[src/rtl/regfile_dump_reader.sv]
// Debug readout engine: walks register-file read port 2 from FIRST_REG to LAST_REG
// and streams (index, value) beats over valid/ready. Optional: REGFILE_DUMP_CHECKSUM_EN.
module regfile_dump_reader #(
  parameter int FIRST_REG = 0,
  parameter int LAST_REG  = 31,
  parameter int DATA_W    = 32
) (
  input  logic              clk,
  input  logic              rst,
  input  logic              start,
  input  logic              abort,
  output logic [4:0]        rf_addr,
  input  logic [DATA_W-1:0] rf_data,
  output logic              out_valid,
  input  logic              out_ready,
  output logic [4:0]        out_index,
  output logic [DATA_W-1:0] out_data,
  output logic              busy,
`ifdef REGFILE_DUMP_CHECKSUM_EN
  output logic [DATA_W-1:0] checksum,
`endif
  output logic              done
);

  localparam logic [4:0] FIRST_L = 5'(FIRST_REG);
  localparam logic [4:0] LAST_L  = 5'(LAST_REG);

  typedef enum logic [1:0] {IDLE, READ, SEND, FIN} state_t;

  state_t            state_q, state_d;
  logic [4:0]        idx_q, idx_d;
  logic [4:0]        rf_addr_q, rf_addr_d;
  logic              out_valid_q, out_valid_d;
  logic [4:0]        out_index_q, out_index_d;
  logic [DATA_W-1:0] out_data_q, out_data_d;
  logic              busy_q, busy_d;
  logic              done_q, done_d;
`ifdef REGFILE_DUMP_CHECKSUM_EN
  logic [DATA_W-1:0] checksum_q, checksum_d;
`endif

  always_comb begin
    state_d     = state_q;
    idx_d       = idx_q;
    rf_addr_d   = rf_addr_q;
    out_valid_d = out_valid_q;
    out_index_d = out_index_q;
    out_data_d  = out_data_q;
    busy_d      = busy_q;
    done_d      = 1'b0;
`ifdef REGFILE_DUMP_CHECKSUM_EN
    checksum_d  = checksum_q;
`endif
    case (state_q)
      IDLE: begin
        if (start && !abort) begin
          idx_d     = FIRST_L;
          rf_addr_d = FIRST_L;
          busy_d    = 1'b1;
          state_d   = READ;
`ifdef REGFILE_DUMP_CHECKSUM_EN
          checksum_d = '0;
`endif
        end
      end
      READ: begin
        out_data_d  = rf_data;
        out_index_d = idx_q;
        out_valid_d = 1'b1;
        state_d     = SEND;
      end
      SEND: begin
        if (out_ready) begin
          out_valid_d = 1'b0;
`ifdef REGFILE_DUMP_CHECKSUM_EN
          checksum_d  = checksum_q + out_data_q;
`endif
          if (idx_q == LAST_L) begin
            state_d = FIN;
          end else begin
            idx_d     = idx_q + 5'd1;
            rf_addr_d = idx_q + 5'd1;
            state_d   = READ;
          end
        end
      end
      FIN: begin
        done_d  = 1'b1;
        busy_d  = 1'b0;
        state_d = IDLE;
      end
      default: state_d = IDLE;
    endcase
    // Abort overrides everything above, including a same-cycle beat acceptance.
    if (abort && state_q != IDLE) begin
      state_d     = IDLE;
      idx_d       = idx_q;
      rf_addr_d   = rf_addr_q;
      out_valid_d = 1'b0;
      busy_d      = 1'b0;
      done_d      = 1'b0;
`ifdef REGFILE_DUMP_CHECKSUM_EN
      checksum_d  = checksum_q;
`endif
    end
  end

  always_ff @(posedge clk or posedge rst) begin
    if (rst) begin
      state_q     <= IDLE;
      idx_q       <= FIRST_L;
      rf_addr_q   <= '0;
      out_valid_q <= 1'b0;
      out_index_q <= '0;
      out_data_q  <= '0;
      busy_q      <= 1'b0;
      done_q      <= 1'b0;
`ifdef REGFILE_DUMP_CHECKSUM_EN
      checksum_q  <= '0;
`endif
    end else begin
      state_q     <= state_d;
      idx_q       <= idx_d;
      rf_addr_q   <= rf_addr_d;
      out_valid_q <= out_valid_d;
      out_index_q <= out_index_d;
      out_data_q  <= out_data_d;
      busy_q      <= busy_d;
      done_q      <= done_d;
`ifdef REGFILE_DUMP_CHECKSUM_EN
      checksum_q  <= checksum_d;
`endif
    end
  end

  assign rf_addr   = rf_addr_q;
  assign out_valid = out_valid_q;
  assign out_index = out_index_q;
  assign out_data  = out_data_q;
  assign busy      = busy_q;
  assign done      = done_q;
`ifdef REGFILE_DUMP_CHECKSUM_EN
  assign checksum  = checksum_q;
`endif

endmodule

[config.mk]
export PLATFORM = sky130hd
export DESIGN_NAME = regfile_dump_reader
export DESIGN_NICKNAME = d
export VERILOG_FILES = /design/src/rtl/regfile_dump_reader.sv
export SDC_FILE = /design/constraint.sdc
export NUM_CORES = 1
export LEC_CHECK = 0
export BUFFER_PORTS_ARGS = -buffer_cell sky130_fd_sc_hd__buf_2
export CAP_MARGIN = 20
export CORE_MARGIN = 3
export CORE_UTILIZATION = 51
export CTS_BUF_LIST = sky130_fd_sc_hd__clkbuf_16
export DETAILED_ROUTE_END_ITERATION = 7
export GPL_TIMING_DRIVEN = 0
export PLACE_DENSITY_LB_ADDON = 0.15
export SKIP_LAST_GASP = 1
export SLEW_MARGIN = 20
export SYNTH_ARGS = -nofsm -noshare
export SYNTH_HDL_FRONTEND = slang
export SYNTH_SLANG_ARGS = --single-unit
[constraint.sdc]
create_clock -name clk -period 2.5 [get_ports clk]
set_input_delay 0.5 -clock clk [delete_from_list [all_inputs] [get_ports clk]]
set_output_delay 0.5 -clock clk [all_outputs]
set_load 0.005 [all_outputs]
Word level (Yosys, flattened, before mapping)
Index checks and enable logic that the tools add are counted.

word-level totals
  register bits after elaboration = 47
  latch bits = 0
  memory bits (writable) = 0
  bits in read-only memories = 0
  bits of input ports = 37
  logic and storage cells = 47
  memories = 0

cells by class
  add/subtract/negate cells = 1
  multipliers = 0
  div/mod/pow operators = 0
  order comparisons = 0
  equal/unequal tests = 9
  shift-type cells = 0
  mux-type cells = 17
  bitwise operators = 1
  reductions and logical operators = 12

operators by type and width
  operator             number
  $mux 5               3
  $pmux 5 s2           1
  $mux 2               4
  $pmux 2 s4           1
  $mux 1               6
  $ne 2x2->1 const B   3
  $ne 3x3->1 const B   2
  $reduce_and 2->1     3
  $reduce_bool 3->1    2
  $add 5x1->5 const B  1
  $eq 5x5->1 const B   1
  $reduce_and 5->1     1
  $eq 2x2->1 const B   2
  $pmux 1 s2           2
  $reduce_bool 2->1    2
  $eq 2x1->1 const B   1
  $logic_and 1x1->1    2
  $logic_not 2->1      1
  $logic_not 1->1      1
  $not 1->1            1

Logic depth before layout (Yosys ltp)
  depth in word-level cells = 5
  gate-level depth with buffers = 6
  gate-level depth less buffers = 6

Least setup slack after synthesis
Ideal clock, no wire load.

  path type = register -> register
  start point = register rf_addr[0] (netlist name)
  end point = register rf_addr_q[3] (netlist: rf_addr[3])
  setup time = 82 ps
  arrival = 1,615 ps
  required time = 2,418 ps
  path slack = 802 ps
  stages on the path, launching flop included = 7
  buffers on the path = 0
  period minus slack after synthesis = 1,698 ps
  cell sequence = dfrtp_1 -> ha_1 -> and3_1 -> ha_1 -> nor4b_1 -> nand3_1 -> o22ai_1

RTL lines
  element                 RTL line  RTL
  end signal: assignment  124       rf_addr_q <= rf_addr_d;
  end: declaration        32        logic [4:0] rf_addr_q, rf_addr_d;

==> results.md <==
* Clock latency reported for the late side of the worst-skew pair at 0.28 ns
* Total detailed-routing wirelength at 4180 microns
* Max cap viols at 0
* Largest net degree at the start of global routing at 26
* Relative max-transition margin at 0.610
* Effective utilization at floorplan at 0.543
* Count of flip-flops with a built-in enable after synthesis at 0
* Area Overhead vs Synth at 31.1%
* Number of failing hold endpoints at the final stage at 0
* Maximum clock rate at 522 MHz
* Yosys top cell area share at 0.578
* Std-Cell Rows at 22
* Number of antenna violations at the first check in global routing at 0
* Via count of the first global-routing pass at 1,441
* Fraction of layout cells with a size suffix above 1 at 0.557
* Max Fanout on Critical Path at 4
* Total number of clock tree sinks at 47
* Detailed-route wire length per cell at 15.0 microns
* Buf+Inv Stages, Crit Path at 0
* Peak per-stage delay on the critical path at 0.54 ns
* NumNets Final at 268
* Clock tree from TritonCTS: done
* Die height at 69.2 microns
* Number of buffer cells added on primary ports at 81
* Share of async-settable or async-resettable flops after synthesis at 1.00
* Total nets after synthesis at 179
* Count of instances resized after the clock tree is built at 0
* Sum of negative setup slack at 0 ns
* Routability Congestion at 0.820
* Post-layout power at 2.17 mW
* Startpoint of the worst setup timing path: rf_addr[0]
* Clock root buffer: clkbuf_16
* Cell Pwr Density at 812 nW/um^2
* Clock transition at the registers of the reported paths at 0.06 ns
* IR Drop Worst-Case VDD at 468 uV
* Number of buffers inserted during clock tree synthesis at 5
* WP data required at 2.69 ns
* Syn Inst Count at 140
* Tcrit/Tclk final at 0.766
* First-pass GRT wire length at 6850 microns
* Syn Std Cell Area at 2030 sq um
* RSZ-0062 raised after global routing: false
* Starting DRC count in detailed routing at 42
* Critical path type: flip-flop to flip-flop
* # hold bufs at CTS at 0
* I/O pin count at 82
* Startpoint of the worst-slack reg-to-reg timing path: rf_addr[0]
* Total of flip-flops plus latches after synthesis at 47
* Leakage power figure at 1.41 nW
* Most used flip-flop cell after synthesis: dfrtp_1
* Residual DRC at 0
* Die Footprint at 4780 sq um
* Top area cells in the synthesized netlist: dfrtp_1, mux2_4, buf_12
* Design area at 2670 sq um
* Data arrival time of the worst path at 2.11 ns
* Endpoint kind of the worst setup timing path: flip-flop
* Tightest Pin Transition at 0.577 ns
* Synth unique cells at 27
* Post-synthesis sequential area ratio at 0.578
* Detailed placer's ending HPWL at 3190 microns
* Die width at 69.2 microns
* Cell with the biggest individual delay on the critical path: nor4b_1
* Routed via count divided by cell count at 4.94
* Top cells by instance count after synthesis: dfrtp_1, mux2_4, nand2_1, o21ai_0, inv_1
* Crit-path leading delay family: simple AND/OR/NAND/NOR gates
* Post-Place Cell Area at 2530 sq um
* Final Critical Period at 1.92 ns
* Core Box Area at 3740 sq um
* Total gr overflow at 0
* Warnings, synthesis at 0
* Crit path cell chain: ha_1, and3_1, ha_1, nor4b_1, nand4_1, o211ai_1
* Setup-violating endpoint count in the final report at 0
* Hold crit path type: input pin to asynchronous set/reset pin
* Max-slew violation count at 0
* Number of setup buffers added after CTS at 0
* Cell seen most often among critical-path stages: ha_1
* GR Util All Layers at 0.179
* Count of vias placed by the detailed router at 1,374
* Largest area contributor in the synthesized netlist: dfrtp_1
* First drt pass iteration count at 4
* Number of filler cells placed in the layout at 275
* Most numerous cell in the Yosys netlist: dfrtp_1
* Clock tree skew after final layout at 0.00483 ns
* Clk buf depth at 2
* Antenna-violating nets left at 0
* Outcome: completed
* Smallest hold slack at 0.245 ns
* CTS H-tree depth at 2
* Synthesized area per cell at 14.5 sq um
* Startpoint kind of the worst setup timing path: flip-flop
* Util after Layout at 0.713
* Diode count at 0
## layer usage
metal  GRT usage  part of all wire
met1       0.205              0.40
met2       0.305              0.51
met3      0.0758             0.081
met4      0.0521            0.0060
met5           0                 0
## report_power, final
group / leakage (nW) / total, mW / internal [mW] / switching (mW)
clock: 0.0649 / 0.624 / 0.363 / 0.261
combinational: 0.774 / 0.537 / 0.343 / 0.194
sequential: 0.576 / 1.01 / 0.918 / 0.0885
## final cells by class
type / instances / area (sq um) / share of cell area
clock buffers: 5 / 125 / 0.0469
repair buffers: 82 / 433 / 0.162
plain buffers: 6 / 82.6 / 0.0310
flip-flops and latches: 47 / 1180 / 0.441
inverters: 7 / 26.3 / 0.00985
clock inverters: 3 / 15.0 / 0.00563
multi-input cells: 80 / 749 / 0.281
well taps: 48 / 60.1 / 0.0225
## kinds of logic (layout without fill, tap and decap cells)
family / count (synthesis) / in the layout / synth area share
buf+inv: 13 / 103 / 0.0535
compound gates: 18 / 18 / 0.0511
simple gates: 26 / 26 / 0.0646
fa+ha+maj: 2 / 2 / 0.0123
flops: 47 / 47 / 0.578
mux: 34 / 34 / 0.240
## registers in the layout, summed over array words and instances, names as in the netlist
name and flops:
busy 1, out_data 32, out_index 5, out_valid 1
state_q 2, rf_addr 5, done 1
## per-stage QoR
step           worst slack, ns  instances
2_1_floorplan            0.802        140
3_3_place_gp             0.385        269
3_5_place_dp             0.610        270
4_1_cts                  0.584        278
5_1_grt                  0.503        278
6_report                 0.584        278
## cell usage in the layout (no fill, tap or decap), types with 2 or more instances in the layout
cell and n:
nand3b_1 2, nand2b_1 3, a21oi_1 3, mux2_4 29, dfrtp_1 47, nand2_1 10, buf_12 3, nor2_1 3
clkbuf_16 5, ha_1 2, mux2_2 3, o21ai_0 10, buf_2 81, mux2i_1 2, clkinv_1 2, inv_1 6
nand3_1 3
## final timing paths
check	endpoint	slack (ns)	cells after the start
max in group asynchronous	out_data[28]	1.76	3
worst max-delay path	rf_addr[2]	0.58	6
worst min-delay path	out_data[0]	0.25	2
worst min register to register	out_index[3]	0.49	2
worst max register to register	rf_addr[2]	0.58	6
min in group clk	out_data[21]	0.44	2
Note: power is estimated with default switching activity, not from simulation.
